File: config.mk
export PLATFORM = sky130hd
export DESIGN_NAME = addsub_accum_pipe
export DESIGN_NICKNAME = d
export VERILOG_FILES = /design/src/rtl/addsub_accum_pipe.sv
export SDC_FILE = /design/constraint.sdc
export NUM_CORES = 1
export LEC_CHECK = 0
export CORE_MARGIN = 4
export CORE_UTILIZATION = 30
export DETAILED_ROUTE_END_ITERATION = 8
export PLACE_DENSITY = 0.6
export SYNTH_ARGS = -nofsm -noshare
export SYNTH_HDL_FRONTEND = slang
export SYNTH_SLANG_ARGS = --single-unit
File: constraint.sdc
create_clock -name clk -period 8.3 [get_ports clk]
set_input_delay 1.245 -clock clk [delete_from_list [all_inputs] [get_ports clk]]
set_output_delay 1.245 -clock clk [all_outputs]
set_load 0.02 [all_outputs]
File: src/rtl/addsub_accum_pipe.sv
// Two-stage pipelined add/subtract unit with an accumulator, valid/ready on both sides,
// optional signed saturation and a sticky overflow flag.
module addsub_accum_pipe #(
  parameter int unsigned WIDTH = 8
) (
  input  logic             clk,
  input  logic             rst_n,
  input  logic             in_valid,
  output logic             in_ready,
  input  logic [WIDTH-1:0] a,
  input  logic [WIDTH-1:0] b,
  input  logic [1:0]       op,
  input  logic             sat,
  input  logic             clr,
  output logic             out_valid,
  input  logic             out_ready,
  output logic [WIDTH-1:0] z,
  output logic             overflow,
  output logic             carryout,
  output logic             zero,
  output logic             neg,
  output logic             ovf_sticky
);

  logic             s1_valid_q;
  logic [WIDTH-1:0] s1_a_q;
  logic [WIDTH-1:0] s1_b_q;
  logic [1:0]       s1_op_q;
  logic             s1_sat_q;

  logic             out_valid_q;
  logic [WIDTH-1:0] z_q;
  logic             ovf_q;
  logic             cout_q;
  logic [WIDTH-1:0] acc_q;
  logic             sticky_q;

  logic             advance;
  logic             accept;
  logic             write;
  logic [WIDTH-1:0] g;
  logic [WIDTH-1:0] h;
  logic [WIDTH-1:0] m;
  logic [WIDTH-1:0] z_d;
  logic             carry;
  logic             ovf_d;

  assign advance  = ~out_valid_q | out_ready;
  assign in_ready = ~s1_valid_q | advance;
  assign accept   = in_valid & in_ready;
  assign write    = s1_valid_q & advance;

  // Subtraction is G + ~B + 1; the carry-in reuses op[0].
  always_comb begin
    g          = s1_op_q[1] ? acc_q : s1_a_q;
    h          = s1_b_q ^ {WIDTH{s1_op_q[0]}};
    {carry, m} = {1'b0, g} + {1'b0, h} + {{WIDTH{1'b0}}, s1_op_q[0]};
    ovf_d      = (g[WIDTH-1] == h[WIDTH-1]) & (m[WIDTH-1] != g[WIDTH-1]);
    z_d        = m;
    if (s1_sat_q && ovf_d) begin
      z_d = g[WIDTH-1] ? {1'b1, {(WIDTH-1){1'b0}}} : {1'b0, {(WIDTH-1){1'b1}}};
    end
  end

  always_ff @(posedge clk or negedge rst_n) begin
    if (!rst_n) begin
      s1_valid_q <= 1'b0;
      s1_a_q     <= '0;
      s1_b_q     <= '0;
      s1_op_q    <= '0;
      s1_sat_q   <= 1'b0;
    end else if (accept) begin
      s1_valid_q <= 1'b1;
      s1_a_q     <= a;
      s1_b_q     <= b;
      s1_op_q    <= op;
      s1_sat_q   <= sat;
    end else if (advance) begin
      s1_valid_q <= 1'b0;
    end
  end

  always_ff @(posedge clk or negedge rst_n) begin
    if (!rst_n) begin
      out_valid_q <= 1'b0;
      z_q         <= '0;
      ovf_q       <= 1'b0;
      cout_q      <= 1'b0;
    end else if (advance) begin
      out_valid_q <= s1_valid_q;
      if (s1_valid_q) begin
        z_q    <= z_d;
        ovf_q  <= ovf_d;
        cout_q <= carry;
      end
    end
  end

  // clr takes priority over a same-edge accumulator load or sticky set.
  always_ff @(posedge clk or negedge rst_n) begin
    if (!rst_n) begin
      acc_q    <= '0;
      sticky_q <= 1'b0;
    end else if (clr) begin
      acc_q    <= '0;
      sticky_q <= 1'b0;
    end else if (write) begin
      acc_q    <= z_d;
      sticky_q <= sticky_q | ovf_d;
    end
  end

  assign out_valid  = out_valid_q;
  assign z          = z_q;
  assign overflow   = ovf_q;
  assign carryout   = cout_q;
  assign zero       = (z_q == '0);
  assign neg        = z_q[WIDTH-1];
  assign ovf_sticky = sticky_q;

endmodule

==> metrics.csv <==
metric,value,unit
run status,completed,
count of unresolved DRC violations after routing,0,
delay of the slowest critical-path stage,0.62,ns
die outline area,9110,um^2
DR iter-0 viols,82,
total number of H-tree levels,2,
WHS,0.507,ns
WL/cell,14.4,um
number of warning messages in the yosys log,0,
cell type contributing the most total cell area after synthesis,dfrtp_1,
count of cells along the worst register-to-register path,7,
setup bufs post-CTS,0,
final routed wirelength across all metal layers,4940,um
"EDFF count, synth",0,
Reg-to-Reg End,z[0]$_DFFE_PN0P_,
number of slew-limit violations in the final report,0,
combinational share of power,50.3,%
post-CTS clock slew at the launch and capture registers of the worst setup and hold paths,0.07,ns
instance count on the critical path,3,
residual antenna-violating net count after detailed routing,0,
standard-cell row count,31,
final worst slack,4.60,ns
CTS sink cnt,40,
number of standard cells in the final layout excluding fillers,344,
Antenna Cells,0,
vias in the first global route,1700,
fmax,270,MHz
sum of negative setup slack,0,ns
series of cell instances along the critical path,clkdlybuf4s50_1 -> nand3b_1 -> clkdlybuf4s50_1,
number of max-cap violations,0,
setup skew after layout,0.0101,ns
die height,95.4,um
transition time of the tightest slew-check pin,0.963,ns
fin nets,276,
clock network fraction of design power,15.9,%
Worst setup startpoint,out_ready,
worst-skew pair later-pin latency,0.30,ns
path type of the worst setup path,in2out,
number of antenna violations at the first check in global routing,0,
total vias in the final route,1672,
# hold bufs at CTS,0,
Max rail drop VDD,0.0981,mV
proportion of total power due to net switching,40.5,%
sequential share of the synthesized area,43.6,%
CTS root buffer,clkbuf_8,
final number of hold-violating endpoints,0,
RSZ-0062 raised after global routing,no,
critical-path cell with the highest stage delay,clkdlybuf4s50_1,
cell area power density,304,nW/um^2
Die Width,95.4,um
leading post-synthesis cells by cell area,"dfrtp_1 (44%), mux2_2 (12%), ha_1 (3.8%)",
final estimated routing congestion in global placement,0.833,
total gr overflow,0,
fraction of post-synthesis cell area in the top cell type by area,43.6,%
TritonCTS buffer count,5,
switching pwr,0.347,mW
wire length of the first global-routing pass,8290,um
share of cells above drive strength 1,18.8,%
"Primary FF master, synth",dfrtp_1,
CP startpoint kind,primary input,
Worst setup endpoint,in_ready,
Worst path most repeated cell,clkdlybuf4s50_1,
Critical path buffers and inverters,2,
number of distinct library cell variants in the gate-level netlist after synthesis,52,
first-pass iteration count of the detailed router,4,
TritonCTS clock tree,built,
crit path time final,3.70,ns
Detailed Place HPWL,3740,um
maximum number of pins on one net before global-route repair,41,
async set-reset flop share out of synthesis,100,%
post-cts repair resize count,0,
share of the clock period used by the worst path after layout,44.6,%
CP Capture Type,primary output,
required time at the endpoint of the critical path,7.05,ns
count of endpoints failing setup in the final report,0,
internal power,0.508,mW
Synth Net Count,242,
synthesized netlist cell count,210,
Starting Density,31.3,%
leakage power,1.16,nW
core outline area,7330,um^2
maximum number of buffers from clock root to sink,2,
Mapped Area,2290,um^2
cell family contributing the most delay on the critical path,buffers and inverters,
critical-path maximum fanout,3,
Max-slew headroom,33.9,%
GRT Total Usage,11.7,%
worst hold-check path type,reg2reg,
post-synthesis sequential element count,40,
Crit path arrival time,2.46,ns
worst flop-to-flop path startpoint,s1_op_q[1]$_DFFE_PN0P_,
count of boundary I/O pins,39,
mean post-synth cell area,10.9,um^2
cell total after placement,336,
relative area change from synthesis to final layout,22.7,%
Sequential Power Share,33.8,%
number of port buffers,38,
pre-CTS WS,4.60,ns
Via-to-Cell Ratio,4.86,
internal reg-to-reg setup slack,4.84,ns
==> cells by family (layout without fill, tap and decap cells) <==
group / Yosys count / after routing / synth area share [%]
fa+ha+maj: 8 / 8 / 4.69
compound gates: 48 / 48 / 17.0
mux: 28 / 28 / 14.1
simple gates: 59 / 59 / 12.7
flops: 40 / 40 / 43.6
xor+xnor: 10 / 10 / 3.82
buf+inv: 17 / 52 / 4.09
==> worst reg2reg max path, delay by kind of cell (launching register included) <==
kind | cells | cell delay [ns]
AND/OR/NAND/NOR | 2 | 0.87
multiplexers | 1 | 0.86
flip-flops | 1 | 0.62
AO/OA/AOI/OAI | 2 | 0.41
adder cells (fa/ha/maj) | 1 | 0.39
buffers and inverters | 1 | 0.18
==> worst min path at each step <==
stage                                from               endpoint  slack [ns]  cells after the start
finish              s1_a_q[3]$_DFFE_PN0P_  s1_a_q[3]$_DFFE_PN0P_        0.51                      1
global route        s1_a_q[2]$_DFFE_PN0P_  s1_a_q[2]$_DFFE_PN0P_        0.54                      1
CTS                 s1_a_q[3]$_DFFE_PN0P_  s1_a_q[3]$_DFFE_PN0P_        0.52                      1
detailed placement  s1_a_q[3]$_DFFE_PN0P_  s1_a_q[3]$_DFFE_PN0P_        0.50                      1
global placement     acc_q[1]$_DFFE_PN0P_   acc_q[1]$_DFFE_PN0P_        0.48                      2
floorplan            acc_q[6]$_DFFE_PN0P_   acc_q[6]$_DFFE_PN0P_        0.44                      2
==> metal layers <==
| layer | track usage [%] | routed length (um) |
|---|---|---|
| met4 | 3.91 | 45 |
| met2 | 18.7 | 2330 |
| met1 | 16.2 | 2410 |
| met3 | 1.97 | 154 |
| met5 | 0 | 0 |
==> synthesized netlist by cell type, types with 2 or more instances <==
| cell | count |
|---|---|
| a2111oi_2 | 3 |
| a211oi_1 | 6 |
| a21o_1 | 4 |
| a21oi_1 | 7 |
| a31oi_1 | 5 |
| and3_1 | 2 |
| buf_2 | 3 |
| buf_6 | 2 |
| clkbuf_1 | 2 |
| dfrtp_1 | 40 |
| ha_1 | 7 |
| inv_1 | 6 |
| mux2_2 | 25 |
| mux2i_1 | 2 |
| nand2_1 | 17 |
| nand2b_1 | 3 |
| nand3_1 | 6 |
| nand4_1 | 2 |
| nor2_1 | 16 |
| nor2b_1 | 2 |
| nor3b_1 | 2 |
| o21a_1 | 2 |
| o21ai_0 | 7 |
| o31ai_1 | 2 |
| or4_1 | 2 |
| xor2_1 | 9 |
==> power groups by stage <==
stage	registers [mW]	clock network, mW	logic, mW
after floorplan	0.306	0	0.290
after global placement	0.293	0	0.425
after detailed placement	0.294	0	0.431
after CTS	0.291	0.142	0.432
after global routing	0.297	0.147	0.473
final	0.289	0.136	0.430
==> cell type report <==
class | count | area (um^2)
inverters | 6 | 22.5
fillers | 726 | 4520
multi-input cells | 153 | 1200
flip-flops and latches | 40 | 1000
well taps | 99 | 124
clock buffers | 6 | 82.6
clock inverters | 2 | 10.0
repair buffers | 38 | 375
==> metrics by stage <==
step / power, mW / area, um^2 / util (%)
floorplan: 0.596 / 2290 / -
global route: 0.917 / 2810 / 38.4
finish: 0.855 / 2810 / 38.4
CTS: 0.864 / 2810 / 38.4
detailed placement: 0.725 / 2720 / 37.1
global placement: 0.718 / 2720 / 37.1
==> state kept, by name, summed over array words and instances, names as in the netlist <==
signal and cells:
s1_a_q 8, s1_sat_q 1, ovf_sticky 1, s1_op_q 2, z 8, out_valid 1
s1_valid_q 1, s1_b_q 8, overflow 1, carryout 1, acc_q 8
==> cell usage in the layout, fill, tap and decap left out, drive strengths merged, types with 2 or more instances in the layout <==
master | synthesis | final
and3 | 3 | 3
or4 | 3 | 3
nor2b | 2 | 2
dfrtp | 40 | 40
ha | 7 | 7
nor3b | 2 | 2
o21a | 2 | 2
nand2b | 3 | 3
clkbuf | 3 | 6
a21oi | 7 | 7
o31ai | 2 | 2
nand4 | 2 | 2
xor2 | 9 | 9
mux2i | 3 | 3
a31oi | 5 | 5
clkinv | 0 | 2
nor2 | 17 | 17
nand2 | 17 | 17
inv | 6 | 6
mux2 | 25 | 25
a211oi | 6 | 6
clkdlybuf4s50 | 0 | 37
o21ai | 8 | 8
a21o | 5 | 5
o2111ai | 2 | 2
nand3 | 6 | 6
a2111oi | 3 | 3
(Power assumes the default switching activity.)
